<file path="src/rtl/arith_fp_pkg.sv">
// Shared types and helpers for the floating-point arithmetic blocks.
// Latency: none (declarations only).
// Backpressure: not applicable.
package arith_fp_pkg;

  // Operand classes produced by the unpack stage
  typedef enum logic [1:0] {
    FP_ZERO_SUB,
    FP_NORMAL,
    FP_INF,
    FP_NAN
  } fp_class_e;

  // Bit positions inside the 3-bit status flag vector
  localparam int FLAG_INVALID  = 2;
  localparam int FLAG_OVERFLOW = 1;
  localparam int FLAG_INEXACT  = 0;

  // Exponent bias for an IEEE-754-style format with exp_width exponent bits
  function automatic int fp_bias(input int exp_width);
    return (1 << (exp_width - 1)) - 1;
  endfunction

endpackage

</file>
<file path="src/rtl/arith_fp_unpack.sv">
// Splits an FP operand into sign/fraction, classifies it and removes the exponent bias.
// Latency: purely combinational.
// Backpressure: none; the caller owns all handshaking.
module arith_fp_unpack
  import arith_fp_pkg::*;
#(
  parameter int EXP_WIDTH = 8,
  parameter int MAN_WIDTH = 23,
  localparam int IN_WIDTH = 1 + EXP_WIDTH + MAN_WIDTH
) (
  input  logic [IN_WIDTH-1:0]     fp_data,
  output logic                    sign,
  output logic [MAN_WIDTH-1:0]    frac,
  output fp_class_e               fp_class,
  output logic signed [EXP_WIDTH:0] exp_unb
);

  localparam int BIAS = fp_bias(EXP_WIDTH);

  logic [EXP_WIDTH-1:0] exp_field;

  assign sign      = fp_data[IN_WIDTH-1];
  assign exp_field = fp_data[MAN_WIDTH +: EXP_WIDTH];
  assign frac      = fp_data[MAN_WIDTH-1:0];

  // One extra bit keeps the unbiased exponent signed over the full field range
  assign exp_unb = $signed({1'b0, exp_field}) - $signed((EXP_WIDTH+1)'(BIAS));

  // Classify from the exponent field; an all-zero field covers both zero and subnormals
  always_comb begin
    fp_class = FP_NORMAL;
    if (exp_field == '1) begin
      fp_class = (frac != '0) ? FP_NAN : FP_INF;
    end else if (exp_field == '0) begin
      fp_class = FP_ZERO_SUB;
    end
  end

endmodule

</file>
<file path="src/rtl/arith_fptoint_pipe.sv">
// FP to signed/unsigned integer converter, round toward zero, saturating, with status flags.
// Latency: 2 cycles (S1 unpack/classify, S2 shift/saturate), throughput 1 per cycle.
// Backpressure: combinational ready chain from result_ready; a stalled stage holds its data.
module arith_fptoint_pipe
  import arith_fp_pkg::*;
#(
  parameter int EXP_WIDTH = 8,
  parameter int MAN_WIDTH = 23,
  parameter int OUT_WIDTH = 32,
  localparam int IN_WIDTH = 1 + EXP_WIDTH + MAN_WIDTH
) (
  input  logic                 clk,
  input  logic                 rst_n,
  input  logic                 a_valid,
  output logic                 a_ready,
  input  logic [IN_WIDTH-1:0]  a_data,
  input  logic                 a_signed,
  output logic                 result_valid,
  input  logic                 result_ready,
  output logic [OUT_WIDTH-1:0] result_data,
  output logic [2:0]           result_flags
);

  // Magnitude carries one bit beyond the result so the signed negative limit is representable
  localparam int MW = OUT_WIDTH + 1;
  // Shifter width holds the full significand plus any left shift that stays in range
  localparam int WW = MAN_WIDTH + OUT_WIDTH + 1;
  localparam logic [MW-1:0] LIM_POS = (MW'(1) << (OUT_WIDTH - 1)) - MW'(1);
  localparam logic [MW-1:0] LIM_NEG = MW'(1) << (OUT_WIDTH - 1);
  localparam logic [OUT_WIDTH-1:0] SAT_POS = {1'b0, {(OUT_WIDTH-1){1'b1}}};
  localparam logic [OUT_WIDTH-1:0] SAT_NEG = {1'b1, {(OUT_WIDTH-1){1'b0}}};

  logic                     v1, v2, ready1, ready2;
  logic                     u_sign;
  logic [MAN_WIDTH-1:0]     u_frac;
  fp_class_e                u_class;
  logic signed [EXP_WIDTH:0] u_exp;

  logic                     s1_sign, s1_signed;
  logic [MAN_WIDTH-1:0]     s1_frac;
  fp_class_e                s1_class;
  logic signed [EXP_WIDTH:0] s1_exp;

  logic [OUT_WIDTH-1:0]     cv_data;
  logic [2:0]               cv_flags;
  logic [MW-1:0]            mag;
  logic [WW-1:0]            m_ext;
  logic                     lost, big;
  int                       e_int, rsh;

  assign ready2       = !v2 || result_ready;
  assign ready1       = !v1 || ready2;
  assign a_ready      = ready1;
  assign result_valid = v2;

  arith_fp_unpack #(
    .EXP_WIDTH (EXP_WIDTH),
    .MAN_WIDTH (MAN_WIDTH)
  ) u_unpack (
    .fp_data  (a_data),
    .sign     (u_sign),
    .frac     (u_frac),
    .fp_class (u_class),
    .exp_unb  (u_exp)
  );

  // S1: capture the unpacked operand and mode on accept, hold while stalled
  always_ff @(posedge clk or negedge rst_n) begin
    if (!rst_n) begin
      v1        <= 1'b0;
      s1_sign   <= 1'b0;
      s1_signed <= 1'b0;
      s1_frac   <= '0;
      s1_class  <= FP_ZERO_SUB;
      s1_exp    <= '0;
    end else begin
      if (ready1) v1 <= a_valid;
      if (a_valid && ready1) begin
        s1_sign   <= u_sign;
        s1_signed <= a_signed;
        s1_frac   <= u_frac;
        s1_class  <= u_class;
        s1_exp    <= u_exp;
      end
    end
  end

  // Shift the significand to an integer magnitude, then saturate by sign and mode
  always_comb begin
    cv_data  = '0;
    cv_flags = '0;
    mag      = '0;
    lost     = 1'b0;
    big      = 1'b0;
    rsh      = 0;
    e_int    = int'(s1_exp);
    m_ext    = WW'({1'b1, s1_frac});
    if (s1_class == FP_INF) begin
      big = 1'b1;
    end else if (s1_class == FP_NORMAL) begin
      if (e_int < 0) begin
        lost = 1'b1;
      end else if (e_int >= OUT_WIDTH) begin
        big = 1'b1;
      end else if (e_int < MAN_WIDTH) begin
        rsh  = MAN_WIDTH - e_int;
        mag  = MW'(m_ext >> rsh);
        lost = |(m_ext & ((WW'(1) << rsh) - WW'(1)));
      end else begin
        mag = MW'(m_ext << (e_int - MAN_WIDTH));
      end
    end
    case (s1_class)
      FP_NAN:      cv_flags[FLAG_INVALID] = 1'b1;
      FP_ZERO_SUB: cv_flags[FLAG_INEXACT] = |s1_frac;
      default: begin
        if (s1_signed && !s1_sign) begin
          if (big || mag > LIM_POS) begin
            cv_data = SAT_POS;
            cv_flags[FLAG_OVERFLOW] = 1'b1;
          end else begin
            cv_data = OUT_WIDTH'(mag);
            cv_flags[FLAG_INEXACT] = lost;
          end
        end else if (s1_signed) begin
          if (big || mag > LIM_NEG) begin
            cv_data = SAT_NEG;
            cv_flags[FLAG_OVERFLOW] = 1'b1;
          end else begin
            cv_data = OUT_WIDTH'(MW'(0) - mag);
            cv_flags[FLAG_INEXACT] = lost;
          end
        end else if (!s1_sign) begin
          // in-range exponents never exceed the unsigned maximum
          if (big) begin
            cv_data = '1;
            cv_flags[FLAG_OVERFLOW] = 1'b1;
          end else begin
            cv_data = OUT_WIDTH'(mag);
            cv_flags[FLAG_INEXACT] = lost;
          end
        end else begin
          // negative into unsigned: only values that truncate to zero are legal
          if (big || mag != '0) cv_flags[FLAG_INVALID] = 1'b1;
          else                  cv_flags[FLAG_INEXACT] = lost;
        end
      end
    endcase
  end

  // S2: register the converted result; outputs stay frozen while downstream stalls
  always_ff @(posedge clk or negedge rst_n) begin
    if (!rst_n) begin
      v2           <= 1'b0;
      result_data  <= '0;
      result_flags <= '0;
    end else begin
      if (ready2) v2 <= v1;
      if (v1 && ready2) begin
        result_data  <= cv_data;
        result_flags <= cv_flags;
      end
    end
  end

endmodule

</file>
<file path="config.mk">
export PLATFORM = sky130hd
export DESIGN_NAME = arith_fptoint_pipe
export DESIGN_NICKNAME = d
export VERILOG_FILES = /design/src/rtl/arith_fp_pkg.sv /design/src/rtl/arith_fp_unpack.sv /design/src/rtl/arith_fptoint_pipe.sv
export SDC_FILE = /design/constraint.sdc
export NUM_CORES = 1
export LEC_CHECK = 0
export CORE_ASPECT_RATIO = 0.5
export CORE_UTILIZATION = 50
export CTS_BUF_LIST = sky130_fd_sc_hd__clkbuf_2
export DETAILED_ROUTE_END_ITERATION = 8
export GPL_TIMING_DRIVEN = 0
export PLACE_DENSITY = 0.75
export SYNTH_ARGS = -nofsm -noshare
export SYNTH_HDL_FRONTEND = slang
export SYNTH_HIERARCHICAL = 1
export SYNTH_SLANG_ARGS = --single-unit
</file>
<file path="constraint.sdc">
create_clock -name clk -period 10.7 [get_ports clk]
set_clock_uncertainty 0.1 [all_clocks]
set_input_delay 2.675 -clock clk [delete_from_list [all_inputs] [get_ports clk]]
set_output_delay 2.675 -clock clk [all_outputs]
set_load 0.03 [all_outputs]
</file>
==> impl_metrics.tcl, run 1 <==
set metrics [dict create \
    outcome "completed" \
    ys.flop_type "dfrtp_1" \
    cp_data_required_time_ns 7.93 \
    nFillCells 1705 \
    ys_ff_latch 73 \
    slew_headroom 0.1147 \
    timing.reg2reg.setup_slack_ns 4.35 \
    drt_wl_total_mm 42.39 \
    io_pins 74 \
    critPathCaptureType "primary output" \
    p_sw_mw 1.125 \
    path_max_fanout 3 \
    worst_slack_ns 3.921 \
    synth_cells 1146 \
    cts_tree "yes" \
    dr_total_vias 10703 \
    port-buffer-count 72 \
    pwr-share-comb 0.708 \
    syn_area_sq_um 9464 \
    antenna_found_initial 2 \
    max_stage_delay_ns 0.69 \
    area_delta_synth_final_pct 13.07 \
    avgSynthCellArea_sq_um 8.258 \
    cts_root_buf "clkbuf_2" \
    fp.dieH_microns 99.29 \
    crit_chain "clkdlybuf4s50_1, nand3b_1, clkdlybuf4s50_1" \
    path_class "input port to primary output" \
    drv_cap 0 \
    synth.distinct_cells 101 \
    cts-buffers-inserted 9 \
    worstMarginPinSlew_ns 1.318 \
    postLayoutCoreUtil 0.5791 \
    detail-route-antenna-nets 0 \
    setup_viol 0 \
    remaining_drc_errors 0 \
    seq_area_frac_synth 0.1930 \
    slowest_stage "clkdlybuf4s50_1" \
    start_util 0.5121 \
    grt_pass1_vias 9843 \
    dieArea_sq_um 19520 \
    htree_levels 3 \
    netlist.area_leader.share 0.1930 \
    core_sq_um 18480 \
    cp.arrival_ns 4.00 \
    hold_path_class "flip-flop to flip-flop" \
    track_usage 0.4368 \
    max_freq_ghz 0.1475 \
    drive_above_1_share 0.1749 \
    p_leak_nw 4.128 \
    yosys_warnings 6 \
    rows 35 \
    cp_num_buf_inv 2 \
    gp_routability_congestion 1.071 \
    hold_buffers 0 \
    yosysTopAreaCell "dfrtp_1" \
    fin_crit_sh 0.6336 \
    firstDrtPassIters 6 \
    critical_path.top_delay_family "buffers and inverters" \
    hold_viol_final 0 \
    fin_nets 1281 \
    grt_pass1_wl_mm 63.32 \
    dp_hpwl_mm 33.17 \
    p_per_area_nw_per_um2 196.9 \
    synth_edf_count 0 \
    via_per_inst 7.154 \
    cts_buffer_depth 2 \
    clk_pin_slew_worst_paths_ns 0.20 \
    post_cts_buffers 0 \
    clkLatencyLatePin_ns 0.64 \
    slew_viol_final 0 \
    grt_overflow 0 \
    drt_iter0_drc 1692 \
    synthTopCellsByArea "dfrtp_1 19%, mux2_2 9.6%, mux4_2 7.4%" \
    rsz0062_at_grt "no" \
    netlist_top_cells_count "96 x nand2_1, 84 x a21oi_1, 82 x nor2_1" \
    final.setup.tns_ns 0 \
    cts_resized 0 \
    yosysMostFrequentCell "nand2_1" \
    grt_start_max_net_pins 45 \
    cp_common_cell "clkdlybuf4s50_1" \
    ir_worst_vdd_v 0.00009346 \
    syn_nets 1197 \
    switching_share 0.5341 \
    pwr-share-clk 0.106 \
    wire_per_inst_microns 28.34 \
    period_needed_ns 6.779 \
    crit_path_start_kind "input port" \
    async_reset_ff_frac 1.000 \
    power_frac_seq 0.186 \
    cts_sinks 73 \
    die_w_microns 196.6 \
    pre_cts_slack_ns 3.930 \
    p_int_mw 0.9816 \
]
-- power by group through the flow --
stage	Clock (mW)	Combinational, mW	Sequential [mW]
finish	0.223	1.49	0.392
detailed placement	0	1.42	0.396
global route	0.230	1.54	0.397
global placement	0	1.41	0.391
CTS	0.220	1.43	0.389
floorplan	0	0.848	0.471
-- path summary, 6_finish.rpt --
kind	from	endpoint	cells past startpoint
max in group asynchronous	rst_n	s1_frac[15]	2
worst min-delay path	result_data[24]	result_data[24]	2
worst min register to register	result_data[24]	result_data[24]	2
min in group asynchronous	rst_n	result_data[19]	1
worst max register to register	s1_exp[1]	result_data[11]	17
worst max-delay path	result_ready	a_ready	3
-- tightest hold or removal path: cells and delay by family (launching register included) --
family / cells / cell delay, ns
DFF: 1 / 0.39
AOI/OAI and AO/OA: 1 / 0.05
and+or+nand+nor: 1 / 0.06
-- registers in the layout (all words and copies together) (netlist names) --
register / flops
s1_signed: 1
result_flags: 3
s1_class: 2
s1_frac: 23
s1_exp: 9
result_valid: 1
result_data: 32
s1_sign: 1
v1: 1
-- stage by stage --
stage          power (mW)  hold WS [ns]  instance area [sq um]  instances
6_report            2.107        0.4148                  10700       1496
4_1_cts             2.036        0.4213                  10690       1494
3_5_place_dp        1.815        0.3810                  10530       1478
5_1_grt             2.171        0.4383                  10700       1496
2_1_floorplan       1.318        0.3855                   9464       1146
3_3_place_gp        1.800        0.3627                  10510       1477
-- placed cells by master (no fill, tap or decap), drive strengths merged, types with 6 or more instances in the layout --
| cell type | netlist | layout |
|---|---|---|
| nor4 | 21 | 21 |
| and3 | 10 | 10 |
| o2111ai | 9 | 9 |
| clkbuf | 56 | 67 |
| nand4 | 14 | 14 |
| and2 | 16 | 16 |
| nand3 | 38 | 38 |
| a21oi | 85 | 85 |
| nand2 | 96 | 96 |
| a21o | 12 | 12 |
| nand2b | 14 | 14 |
| a211oi | 13 | 13 |
| clkdlybuf4s50 | 0 | 71 |
| o21ai | 74 | 74 |
| a31oi | 14 | 14 |
| buf | 65 | 67 |
| a22oi | 7 | 7 |
| o32ai | 6 | 6 |
| mux2i | 48 | 48 |
| nor2b | 10 | 10 |
| dfrtp | 73 | 73 |
| o22ai | 7 | 7 |
| mux2 | 83 | 83 |
| ha | 14 | 14 |
| nor3b | 6 | 6 |
| o32a | 9 | 9 |
| xor2 | 9 | 9 |
| or4 | 7 | 7 |
| inv | 23 | 24 |
| xnor2 | 13 | 13 |
| nor2 | 82 | 82 |
| nor3 | 32 | 32 |
| or3 | 15 | 15 |
| mux4 | 32 | 32 |
| o211ai | 18 | 18 |
| o31ai | 14 | 14 |
| o31a | 7 | 7 |
-- layout make-up --
type | count | area [sq um] | area share
Multi-Input combinational cell | 926 | 6852 | 0.6402
Sequential cell | 73 | 1827 | 0.1707
Timing Repair Buffer | 73 | 745.7 | 0.06968
Buffer | 123 | 700.7 | 0.06547
Tap cell | 259 | 324.1 | 0.03028
Clock inverter | 5 | 102.6 | 0.009587
Inverter | 24 | 90.09 | 0.008418
Clock buffer | 11 | 55.05 | 0.005144
Antenna cell | 2 | 5.005 | 0.0004677
-- kinds of logic after synthesis --
kind of cell,Yosys count,synth area share
AND/OR/NAND/NOR,389,0.2122
AO/OA/AOI/OAI,338,0.2447
multiplexers,163,0.2269
buffers and inverters,147,0.08355
flip-flops,73,0.1930
XOR/XNOR,22,0.02115
adder cells (fa/ha/maj),14,0.01851
-- metal layers --
metal | part of all wire | GRT usage | vias up
li1 | - | - | 4526
met1 | 0.43 | 0.6298 | 5233
met2 | 0.41 | 0.6503 | 825
met3 | 0.13 | 0.1133 | 119
met4 | 0.027 | 0.1004 | 0
met5 | 0 | 0 | -
Power figures use the tool's default switching activity.
==> run 2, diff against run 1 <==
--- a/config.mk
+++ b/config.mk
@@ -10,7 +10,7 @@
 export CTS_BUF_LIST = sky130_fd_sc_hd__clkbuf_2
 export DETAILED_ROUTE_END_ITERATION = 8
 export GPL_TIMING_DRIVEN = 0
-export PLACE_DENSITY = 0.75
+export PLACE_DENSITY = 0.78
 export SYNTH_ARGS = -nofsm -noshare
 export SYNTH_HDL_FRONTEND = slang
 export SYNTH_HIERARCHICAL = 1
==> constraint.sdc (replaced) <==
create_clock -name clk -period 6.1 [get_ports clk]
set_clock_uncertainty 0.1 [all_clocks]
set_input_delay 1.525 -clock clk [delete_from_list [all_inputs] [get_ports clk]]
set_output_delay 1.525 -clock clk [all_outputs]
set_load 0.03 [all_outputs]
==> run 2 against run 1 <==
Effect of this change:
- wire length rose by 0.59%
- sequential power grew 74%
- core utilization increased by 0.13 points
- largest power group unchanged
- sequential share of layout area hardly changed
- final cell count is the same
- via count grew 1.1%
- setup slack got worse by 3.8 ns
- hold slack lost 0.0010 ns
- largest cell class unchanged
==> impl_metrics.tcl, run 2 (same netlist as run 1, synthesis figures left out) <==
set metrics [dict create \
    outcome "completed" \
    top_regs "result_data (32), s1_frac (23), s1_exp (9)" \
    area_delta_synth_final_pct 13.33 \
    grt_start_max_net_pins 48 \
    drv_cap 0 \
    cp_data_required_time_ns 6.50 \
    period_needed_ns 5.985 \
    cts_sinks 73 \
    io_pins 74 \
    max_freq_ghz 0.1671 \
    path_class "flip-flop to flip-flop" \
    path_max_fanout 11 \
    rsz0062_at_grt "no" \
    setup_viol 0 \
    port-buffer-count 72 \
    layout_commonest_cell "nand2_1" \
    rows 35 \
    clkLatencyLatePin_ns 0.63 \
    grt_overflow 0 \
    dp_hpwl_mm 33.04 \
    cp.arrival_ns 6.38 \
    drt_wl_total_mm 42.64 \
    hold_path_class "flip-flop to flip-flop" \
    regMostFlops "result_data" \
    p_leak_nw 4.128 \
    final.setup.tns_ns 0 \
    htree_levels 3 \
    track_usage 0.4385 \
    hold_viol_final 0 \
    p_per_area_nw_per_um2 343.0 \
    critical_path.top_delay_family "buffers and inverters" \
    core_sq_um 18480 \
    detail-route-antenna-nets 0 \
    drt_iter0_drc 1622 \
    cp_common_cell "clkbuf_1" \
    fin_crit_sh 0.9811 \
    cts_root_buf "clkbuf_2" \
    largest_reg_flops 32 \
    clk_pin_slew_worst_paths_ns 0.22 \
    wire_per_inst_microns 28.50 \
    remaining_drc_errors 0 \
    worstMarginPinSlew_ns 1.356 \
    via_per_inst 7.232 \
    slew_viol_final 0 \
    start_util 0.5121 \
    grt_pass1_wl_mm 63.42 \
    gp_routability_congestion 1.109 \
    grt_pass1_vias 9938 \
    final_cell_mix "96 x nand2_1, 84 x a21oi_1, 81 x mux2_2, 81 x nor2_1, 73 x dfrtp_1" \
    cts_buffer_depth 2 \
    crit_path_start_kind "flip-flop" \
    slowest_stage "o31ai_2" \
    dieArea_sq_um 19520 \
    fin_nets 1281 \
    dr_total_vias 10819 \
    crit_chain "inv_1, clkbuf_1, ha_1, clkbuf_1, clkbuf_1, o211ai_1, o22a_1, o31ai_2, inv_1, ha_1, o211ai_1, nor3b_2, nand3_1, nor4bb_1, buf_2, o21ai_1, clkbuf_1, o21ai_0" \
    critPathCaptureType "flip-flop" \
    drive_above_1_share 0.1791 \
    slew_headroom 0.08762 \
    cts_tree "yes" \
    firstDrtPassIters 9 \
    fp.dieH_microns 99.29 \
    die_w_microns 196.6 \
    max_stage_delay_ns 0.65 \
    timing.hold.ws_ns 0.4138 \
    antenna_found_initial 1 \
    cts-buffers-inserted 9 \
    ir_worst_vdd_v 0.0001886 \
    cp_num_buf_inv 7 \
]
[run 2: cell types whose count changed in the layout (fill, tap and decap cells not counted), sizes merged]
| cell | delta |
|---|---|
| diode | +1 |
| clkbuf | -1 |
| buf | -1 |
| inv | -1 |
| clkinv | +2 |
[run 2: final timing paths]
kind | startpoint | end | slack [ns] | depth (start not counted)
hold / removal | result_data[0] | result_data[0] | 0.41 | 2
setup / recovery | s1_exp[3] | result_data[11] | 0.11 | 18
hold reg to reg | result_data[0] | result_data[0] | 0.41 | 2
min in group asynchronous | rst_n | result_data[9] | 0.65 | 1
max in group asynchronous | rst_n | s1_frac[6] | 4.62 | 2
setup reg to reg | s1_exp[3] | result_data[11] | 0.11 | 18
[run 2: stage by stage]
stage / total power, mW / utilization / cell area [sq um] / setup WS [ns] / cells
4_1_cts: 3.549 / 0.5783 / 10690 / 0.2052 / 1493
6_report: 3.679 / 0.5804 / 10730 / 0.1150 / 1496
3_5_place_dp: 3.166 / 0.5700 / 10530 / 0.2408 / 1478
5_1_grt: 3.801 / 0.5800 / 10720 / 0.04102 / 1493
2_1_floorplan: 2.313 / - / 9464 / 1.734 / 1146
3_3_place_gp: 3.145 / 0.5687 / 10510 / 0.1685 / 1477
[run 2: tightest hold or removal path: stages (launching register included)]
cell and delay (ns):
dfrtp_1 0.40, nand2_1 0.05, o21ai_0 0.06
[run 2: report_power, final]
| part | internal (mW) | switching [mW] |
|---|---|---|
| logic | 0.951 | 1.66 |
| clock network | 0.173 | 0.208 |
| registers | 0.595 | 0.0890 |
| total | 1.72 | 1.96 |
[run 2: repair_timing]
action / 4_1_cts / 5_1_grt
hold buffers: 0 / 0
endpoints found under the setup margin: 0 / 24
resized for setup: 0 / 6
buffers inserted: 0 / 0
[run 2: final cells by class]
class                   count  area, sq um
fillers                  1738         7755
multi-input cells         926         6874
flip-flops and latches     73         1827
repair buffers             74        753.2
plain buffers             122        696.9
well taps                 259        324.1
clock inverters             6        107.6
inverters                  24        90.09
clock buffers               9        45.04
diodes                      3        7.507
[run 2: per-layer routing]
metal / share of wire / wire (microns) / track usage / vias up
met5: 0 / 0 / 0 / -
met4: 0.040 / 1705 / 0.1490 / 0
met3: 0.14 / 5863 / 0.1187 / 158
met2: 0.40 / 17250 / 0.6375 / 894
met1: 0.42 / 17820 / 0.6240 / 5237
li1: - / - / - / 4530
